$ cat src/rtl/instr_fetch.sv
// Instruction fetch stage: drives local-store reads from a wrapping PC and delivers
// instructions to decode through a stall-tolerant output register with a 1-entry skid buffer.
module instr_fetch #(
  parameter logic [31:0] RESET_PC     = 32'h0000_0000,
  parameter int          LS_ADDR_BITS = 18
) (
  input  logic        clk,
  input  logic        reset,
  input  logic        branch_taken,
  input  logic [0:31] branch_target,
  input  logic        halt,
  input  logic        stall,
  output logic        imem_req,
  output logic [0:31] imem_addr,
  input  logic [0:31] imem_rdata,
  output logic [0:31] instr,
  output logic [0:31] instr_pc,
  output logic        instr_valid,
  output logic        flush,
  output logic [1:0]  dbg_state
);

  localparam logic [1:0] ST_BOOT   = 2'd0;
  localparam logic [1:0] ST_FETCH  = 2'd1;
  localparam logic [1:0] ST_HALTED = 2'd2;

  // Keeps word alignment and the local-store address range in one mask.
  localparam logic [63:0] LS_SPAN   = 64'd1 << LS_ADDR_BITS;
  localparam logic [0:31] ADDR_MASK = (LS_SPAN[31:0] - 32'd1) & 32'hFFFF_FFFC;

  function automatic logic [0:31] norm_pc(input logic [0:31] a);
    return a & ADDR_MASK;
  endfunction

  logic [1:0]  state_q,       state_d;
  logic [0:31] pc_q,          pc_d;
  logic        rsp_valid_q,   rsp_valid_d;
  logic [0:31] rsp_pc_q,      rsp_pc_d;
  logic        skid_valid_q,  skid_valid_d;
  logic [0:31] skid_instr_q,  skid_instr_d;
  logic [0:31] skid_pc_q,     skid_pc_d;
  logic [0:31] instr_q,       instr_d;
  logic [0:31] instr_pc_q,    instr_pc_d;
  logic        instr_valid_q, instr_valid_d;
  logic        flush_q,       flush_d;

  logic        req;
  logic        out_accept;
  logic        take_rsp;

  // Handshake: decode consumes instr when instr_valid=1 and stall=0; the output
  // register refills whenever it is empty or being consumed. A request is only
  // issued when its response is guaranteed a home (output register or skid).
  assign req        = (state_q == ST_FETCH) && !stall && !skid_valid_q;
  assign out_accept = !stall || !instr_valid_q;
  assign take_rsp   = out_accept && !skid_valid_q && rsp_valid_q;

  assign imem_req    = req;
  assign imem_addr   = pc_q;
  assign instr       = instr_q;
  assign instr_pc    = instr_pc_q;
  assign instr_valid = instr_valid_q;
  assign flush       = flush_q;
  assign dbg_state   = state_q;

  always_comb begin
    state_d       = state_q;
    pc_d          = pc_q;
    rsp_valid_d   = rsp_valid_q;
    rsp_pc_d      = rsp_pc_q;
    skid_valid_d  = skid_valid_q;
    skid_instr_d  = skid_instr_q;
    skid_pc_d     = skid_pc_q;
    instr_d       = instr_q;
    instr_pc_d    = instr_pc_q;
    instr_valid_d = instr_valid_q;
    flush_d       = 1'b0;

    if (branch_taken) begin
      state_d       = ST_FETCH;
      pc_d          = norm_pc(branch_target);
      rsp_valid_d   = 1'b0;
      skid_valid_d  = 1'b0;
      instr_valid_d = 1'b0;
      flush_d       = 1'b1;
    end else begin
      case (state_q)
        ST_BOOT:   state_d = ST_FETCH;
        ST_FETCH:  if (halt) state_d = ST_HALTED;
        ST_HALTED: state_d = ST_HALTED;
        default:   state_d = ST_BOOT;
      endcase

      if (req) begin
        pc_d        = norm_pc(pc_q + 32'd4);
        rsp_valid_d = 1'b1;
        rsp_pc_d    = pc_q;
      end else begin
        rsp_valid_d = 1'b0;
      end

      // The skid entry is older than the current response, so it goes first.
      if (out_accept) begin
        if (skid_valid_q) begin
          instr_d       = skid_instr_q;
          instr_pc_d    = skid_pc_q;
          instr_valid_d = 1'b1;
        end else if (rsp_valid_q) begin
          instr_d       = imem_rdata;
          instr_pc_d    = rsp_pc_q;
          instr_valid_d = 1'b1;
        end else begin
          instr_valid_d = 1'b0;
        end
      end

      if (rsp_valid_q && !take_rsp) begin
        skid_valid_d = 1'b1;
        skid_instr_d = imem_rdata;
        skid_pc_d    = rsp_pc_q;
      end else if (out_accept && skid_valid_q) begin
        skid_valid_d = 1'b0;
      end
    end
  end

  always_ff @(posedge clk or posedge reset) begin
    if (reset) begin
      state_q       <= ST_BOOT;
      pc_q          <= norm_pc(RESET_PC);
      rsp_valid_q   <= 1'b0;
      rsp_pc_q      <= '0;
      skid_valid_q  <= 1'b0;
      skid_instr_q  <= '0;
      skid_pc_q     <= '0;
      instr_q       <= '0;
      instr_pc_q    <= '0;
      instr_valid_q <= 1'b0;
      flush_q       <= 1'b0;
    end else begin
      state_q       <= state_d;
      pc_q          <= pc_d;
      rsp_valid_q   <= rsp_valid_d;
      rsp_pc_q      <= rsp_pc_d;
      skid_valid_q  <= skid_valid_d;
      skid_instr_q  <= skid_instr_d;
      skid_pc_q     <= skid_pc_d;
      instr_q       <= instr_d;
      instr_pc_q    <= instr_pc_d;
      instr_valid_q <= instr_valid_d;
      flush_q       <= flush_d;
    end
  end

endmodule

$ cat config.mk
export PLATFORM = sky130hd
export DESIGN_NAME = instr_fetch
export DESIGN_NICKNAME = d
export VERILOG_FILES = /design/src/rtl/instr_fetch.sv
export SDC_FILE = /design/constraint.sdc
export NUM_CORES = 1
export LEC_CHECK = 0
export CORE_MARGIN = 1
export CORE_UTILIZATION = 48
export DETAILED_ROUTE_END_ITERATION = 12
export PLACE_DENSITY = 0.8
export SLEW_MARGIN = 10
export SYNTH_ARGS = -nofsm -noshare
export SYNTH_HDL_FRONTEND = slang
export SYNTH_SLANG_ARGS = --single-unit
$ cat constraint.sdc
create_clock -name clk -period 5.9 [get_ports clk]
set_input_delay 1.18 -clock clk [delete_from_list [all_inputs] [get_ports clk]]
set_output_delay 1.18 -clock clk [all_outputs]
set_load 0.005 [all_outputs]
==> results of run 1 <==
-- cell families (layout without fill, tap and decap cells) --
kind of cell             count (synthesis)  after routing  synth area share
AO/OA/AOI/OAI                           68             68            0.0590
flip-flops                             134            134             0.563
other                                    1             32          0.000629
adder cells (fa/ha/maj)                  3              3           0.00630
AND/OR/NAND/NOR                        106            106            0.0806
multiplexers                           116            116             0.209
XOR/XNOR                                12             12            0.0176
buffers and inverters                   66            164            0.0645
-- state kept, by name (all words and copies together) (netlist names) --
name and cells:
instr 32, skid_instr_q 32, imem_addr 16, instr_pc 16
rsp_pc_q 16, skid_pc_q 16, dbg_state 2, flush 1
instr_valid 1, rsp_valid_q 1, skid_valid_q 1
-- stage by stage --
stage | instance area, µm² | cells | utilization
after floorplan | 6070 | 537 | -
final | 7810 | 803 | 0.647
after detailed placement | 7190 | 771 | 0.596
after global routing | 7810 | 803 | 0.647
after global placement | 7190 | 771 | 0.596
after CTS | 7810 | 803 | 0.647
-- worst max-delay path, delay by kind of cell --
family                 cells  cell delay, ps
buffers and inverters      3            1190
and+or+nand+nor            1             510
-- placed cells by master, fill, tap and decap left out, types with 3 or more instances in the layout --
master	instances
conb_1	32
xnor2_1	9
nand3_1	4
nand4_1	5
a21oi_1	51
dfrtp_1	133
nor4_1	3
buf_4	5
xor2_1	3
o21ai_0	12
nor2_1	52
clkbuf_16	17
bufinv_16	4
mux2i_1	51
nor3_1	6
clkbuf_1	5
nand2_1	24
ha_1	3
mux2_2	65
inv_1	5
clkdlybuf4s50_1	121
-- power groups by stage --
| stage | combinational (mW) | clock (mW) | sequential, mW |
|---|---|---|---|
| after detailed placement | 0.813 | 0 | 1.38 |
| after global placement | 0.787 | 0 | 1.36 |
| final | 0.804 | 1.10 | 1.36 |
| after CTS | 0.818 | 1.12 | 1.36 |
| after floorplan | 0.356 | 0 | 1.36 |
| after global routing | 0.884 | 1.17 | 1.40 |
-- worst paths after layout --
path / from / end / slack, ps
max reg2reg: skid_valid_q / skid_instr_q[15] / 2710
min in group asynchronous: reset / skid_instr_q[12] / 1320
max: stall / imem_req / 1830
max in group asynchronous: reset / instr[9] / 3510
min reg2reg: skid_instr_q[8] / skid_instr_q[8] / 500
min: skid_instr_q[8] / skid_instr_q[8] / 500
-- layout make-up --
| type | count | area, µm² |
|---|---|---|
| Clock inverter | 8 | 146 |
| Tap cell | 168 | 210 |
| Clock buffer | 24 | 472 |
| Fill cell | 935 | 4250 |
| Sequential cell | 134 | 3350 |
| Inverter | 6 | 27.5 |
| Multi-Input combinational cell | 337 | 2350 |
| Timing Repair Buffer | 126 | 1250 |
-- Yosys cell counts (all sizes together) --
| master | instances |
|---|---|
| a21oi | 51 |
| a22oi | 2 |
| and2 | 1 |
| buf | 48 |
| clkbuf | 12 |
| conb | 1 |
| dfrtp | 134 |
| ha | 3 |
| inv | 6 |
| mux2 | 65 |
| mux2i | 51 |
| nand2 | 24 |
| nand2b | 1 |
| nand3 | 4 |
| nand3b | 1 |
| nand4 | 5 |
| nand4bb | 1 |
| nor2 | 54 |
| nor2b | 2 |
| nor3 | 7 |
| nor4 | 4 |
| o211ai | 1 |
| o21ai | 13 |
| o31a | 1 |
| or2 | 1 |
| or3b | 1 |
| xnor2 | 9 |
| xor2 | 3 |
-- layer usage --
metal  global-route usage  vias to the layer above  share of wire  wire length, µm
li1                     -                     1909              -                -
met1                0.259                     2005           0.44             5360
met2                0.330                      139           0.49             5950
met3               0.0499                       22          0.051              618
met4               0.0965                        0          0.018              222
met5                    0                        -              0                0
==> reports/metrics.yaml, run 1 <==
status: "complete, no violations"
worst_pin_slew_ps: 969
path_clk_slew_ps: 50
ys_seq_area_frac: 0.563
max_slew_margin: 0.352
slowest_stage: "clkdlybuf4s50_1"
skew_ps: 7.65
hold_class: "reg2reg"
fp.dieArea_um2: 12900
port_buffers: 121
grt_antenna_before_repair: 0
p_sw_uw: 836
crit_type: "in2out"
netlist.top_cell.by_area: "dfrtp_1"
drt-pass1-iter-count: 4
cts_buffer_depth: 2
wl_um: 12100
pwr-share-clk: 0.337
cap_violations: 0
worst_r2r_path_depth: 5
boundaryPins: 170
syn-cell-area_um2: 5960
grt_max_degree: 100
fin_crit_ps: 4070
setup_slack_ps: 1830
crit_path_end_kind: "output port"
power_density_nw_per_um2: 418
ys.warnings.count: 0
drtAntennaViolNets: 0
avgSynthCellArea_um2: 11.8
cts_tree: "yes"
combPwrFrac: 0.246
cts-root-buf: "clkbuf_16"
worstSkewPairLatency_ps: 400
crit_top_cell: "clkdlybuf4s50_1"
cp-start-kind: "input port"
drc: 0
path_cells: "clkdlybuf4s50_1 -> or3b_1 -> inv_1 -> clkdlybuf4s50_1"
cts_max_level: 4
crit_required_ps: 4720
die_w_um: 113
pwr-share-seq: 0.417
sw_frac_of_total: 0.256
setup_tns_ps: 0
hold_viol: 0
synth.distinct_cells: 34
final_nets: 694
postCtsSetupRepairBufs: 0
max_stage_delay_ps: 530
syn_inst: 506
drtIter0Drc: 179
grt_pass1_wl_um: 20200
slew_viol_final: 0
vias: 4075
p_leak_nw: 3.32
insertedDiodeCount: 0
gp_congestion: 0.831
vdd_ir_drop_max_uv: 236
drive_above_1_share: 0.164
setup_violations: 0
dp_slack_ps: 1850
grt_overflow: 0
vias_per_cell: 5.07
cts_made_buffers: 17
core-area_um2: 12100
die_height_um: 113
whs_path_depth: 1
wl_per_cell_um: 15.1
track_usage: 0.204
final.period_utilization: 0.689
start_util: 0.494
rsz0062_at_grt: "no"
critPathMaxFanout: 7
max_freq_mhz: 246
synth_area_leaders: "dfrtp_1, mux2_2, mux2i_1, a21oi_1, buf_4"
netlist.area_leader.share: 0.563
num_rows: 40
cts_resized: 0
cts.sinks: 134
cts_hold_buf: 0
grt_pass1_vias: 4228
area_growth_pct: 31.1
dp_hpwl_um: 7900
cp.arrival_ps: 2890
power_mw: 3.26
p_int_mw: 2.43
ys_seq_elements: 134
hold_ws_ps: 503
Note: power is estimated with default switching activity, not from simulation.
==> inputs of run 2 (changes only) <==
==> constraint.sdc (replaced) <==
create_clock -name clk -period 3.9 [get_ports clk]
set_input_delay 0.78 -clock clk [delete_from_list [all_inputs] [get_ports clk]]
set_output_delay 0.78 -clock clk [all_outputs]
set_load 0.005 [all_outputs]
==> run 2 against run 1 <==
Non-clock buffer count grew 2. Cell count grew 0.25%. Via count is essentially flat. Worst hold slack gained 3.1 ps. Clock power grew 57%. Critical path type unchanged. Largest power group unchanged. Highest routed layer unchanged.
==> reports/metrics.yaml, run 2 (synthesis results as in run 1) <==
die_w_um: 113
wl_um: 12500
drtIter0Drc: 199
startpoint: "stall"
vias_per_cell: 5.06
insertedDiodeCount: 0
grt_pass1_wl_um: 20900
dp_hpwl_um: 8010
worst_pin_slew_ps: 912
crit_type: "in2out"
drc: 0
core-area_um2: 12100
cts_buffer_depth: 2
cts_hold_buf: 0
path_delay_family: "buffers and inverters"
num_rows: 40
boundaryPins: 170
placed_area_um2: 7230
worst_r2r_path_depth: 5
crit_path_end_kind: "output port"
drive_above_1_share: 0.174
path_buf_inv: 3
vias: 4076
final_common_cell: "dfrtp_1"
p_leak_nw: 3.34
power_density_nw_per_um2: 637
postCtsSetupRepairBufs: 0
drtAntennaViolNets: 0
grt_antenna_before_repair: 0
setup_slack_ps: 626
cp.arrival_ps: 2490
layout_common_cells: "dfrtp_1, clkdlybuf4s50_1, mux2_2"
rsz0062_at_grt: "no"
dr.max_layer_used: "met4"
hold_ws_ps: 506
worstSkewPairLatency_ps: 400
cts_max_level: 4
min_from: "skid_instr_q[15]"
design_area_um2: 7880
dp_slack_ps: 646
grt_overflow: 0
drt-pass1-iter-count: 4
cap_violations: 0
grt_max_degree: 97
final_nets: 696
track_usage: 0.208
reg2reg_from: "skid_valid_q"
slowest_stage: "clkdlybuf4s50_1"
wl_met1_um: 5410
met3_length_um: 683
max_stage_delay_ps: 540
gp_congestion: 0.867
whs_path_depth: 1
cp-start-kind: "input port"
vdd_ir_drop_max_uv: 264
hold_viol: 0
hold_class: "reg2reg"
setup_tns_ps: 0
skew_ps: 8.02
area_growth_pct: 32.2
ff2ff_setup_slack_ps: 1160
fp.dieArea_um2: 12900
path_cells: "clkdlybuf4s50_1 -> or3b_1 -> inv_1 -> clkdlybuf4s50_1"
cts_resized: 0
setup_violations: 0
crit_top_cell: "clkdlybuf4s50_1"
slew_viol_final: 0
cts.sinks: 134
critPathMaxFanout: 7
grt_pass1_vias: 4252
start_util: 0.494
crit_required_ps: 3120
status: "complete, no violations"
die_height_um: 113
wl_met2_um: 6200
cts_made_buffers: 17
holdPathEnd: "skid_instr_q[15]"
wl_per_cell_um: 15.5
cts-root-buf: "clkbuf_16"
cts_tree: "yes"
max_freq_mhz: 305
cp.depth: 4
fin_crit_ps: 3270
port_buffers: 121
final.period_utilization: 0.839
post-route-util: 0.653
r2r_end: "skid_pc_q[21]"
path_clk_slew_ps: 60
max_slew_margin: 0.392
n_fill_cell: 902
==> run 2: metrics by stage <==
step | cells | total power, mW
after floorplan | 537 | 2.59
after global placement | 773 | 3.25
after detailed placement | 773 | 3.32
after CTS | 805 | 5.07
after global routing | 805 | 5.29
final | 805 | 5.02
==> run 2: area by class of cell <==
class	count	area, µm²	area share
inverters	6	26.3	0.00334
flip-flops and latches	134	3350	0.426
clock inverters	13	194	0.0246
well taps	168	210	0.0267
clock buffers	19	453	0.0575
multi-input cells	337	2350	0.298
repair buffers	128	1290	0.164
==> run 2: power breakdown <==
group	internal [mW]	leakage [nW]	total, mW	switching, mW
Clock	1.11	0.303	1.73	0.616
Sequential	1.80	1.65	2.06	0.260
Combinational	0.777	1.38	1.23	0.454
Total	3.69	3.34	5.02	1.33
==> run 2: how the worst max path moves through the flow <==
stage                    to  slack, ps
2_1_floorplan  dbg_state[0]       1450
3_3_place_gp       imem_req        660
3_5_place_dp       imem_req        650
4_1_cts            imem_req        630
5_1_grt            imem_req        540
6_report           imem_req        630
==> run 2: per-layer routing <==
layer	up-vias	track usage
li1	1919	-
met1	1992	0.273
met3	12	0.0473
met2	153	0.342
met5	-	0
met4	0	0.0684
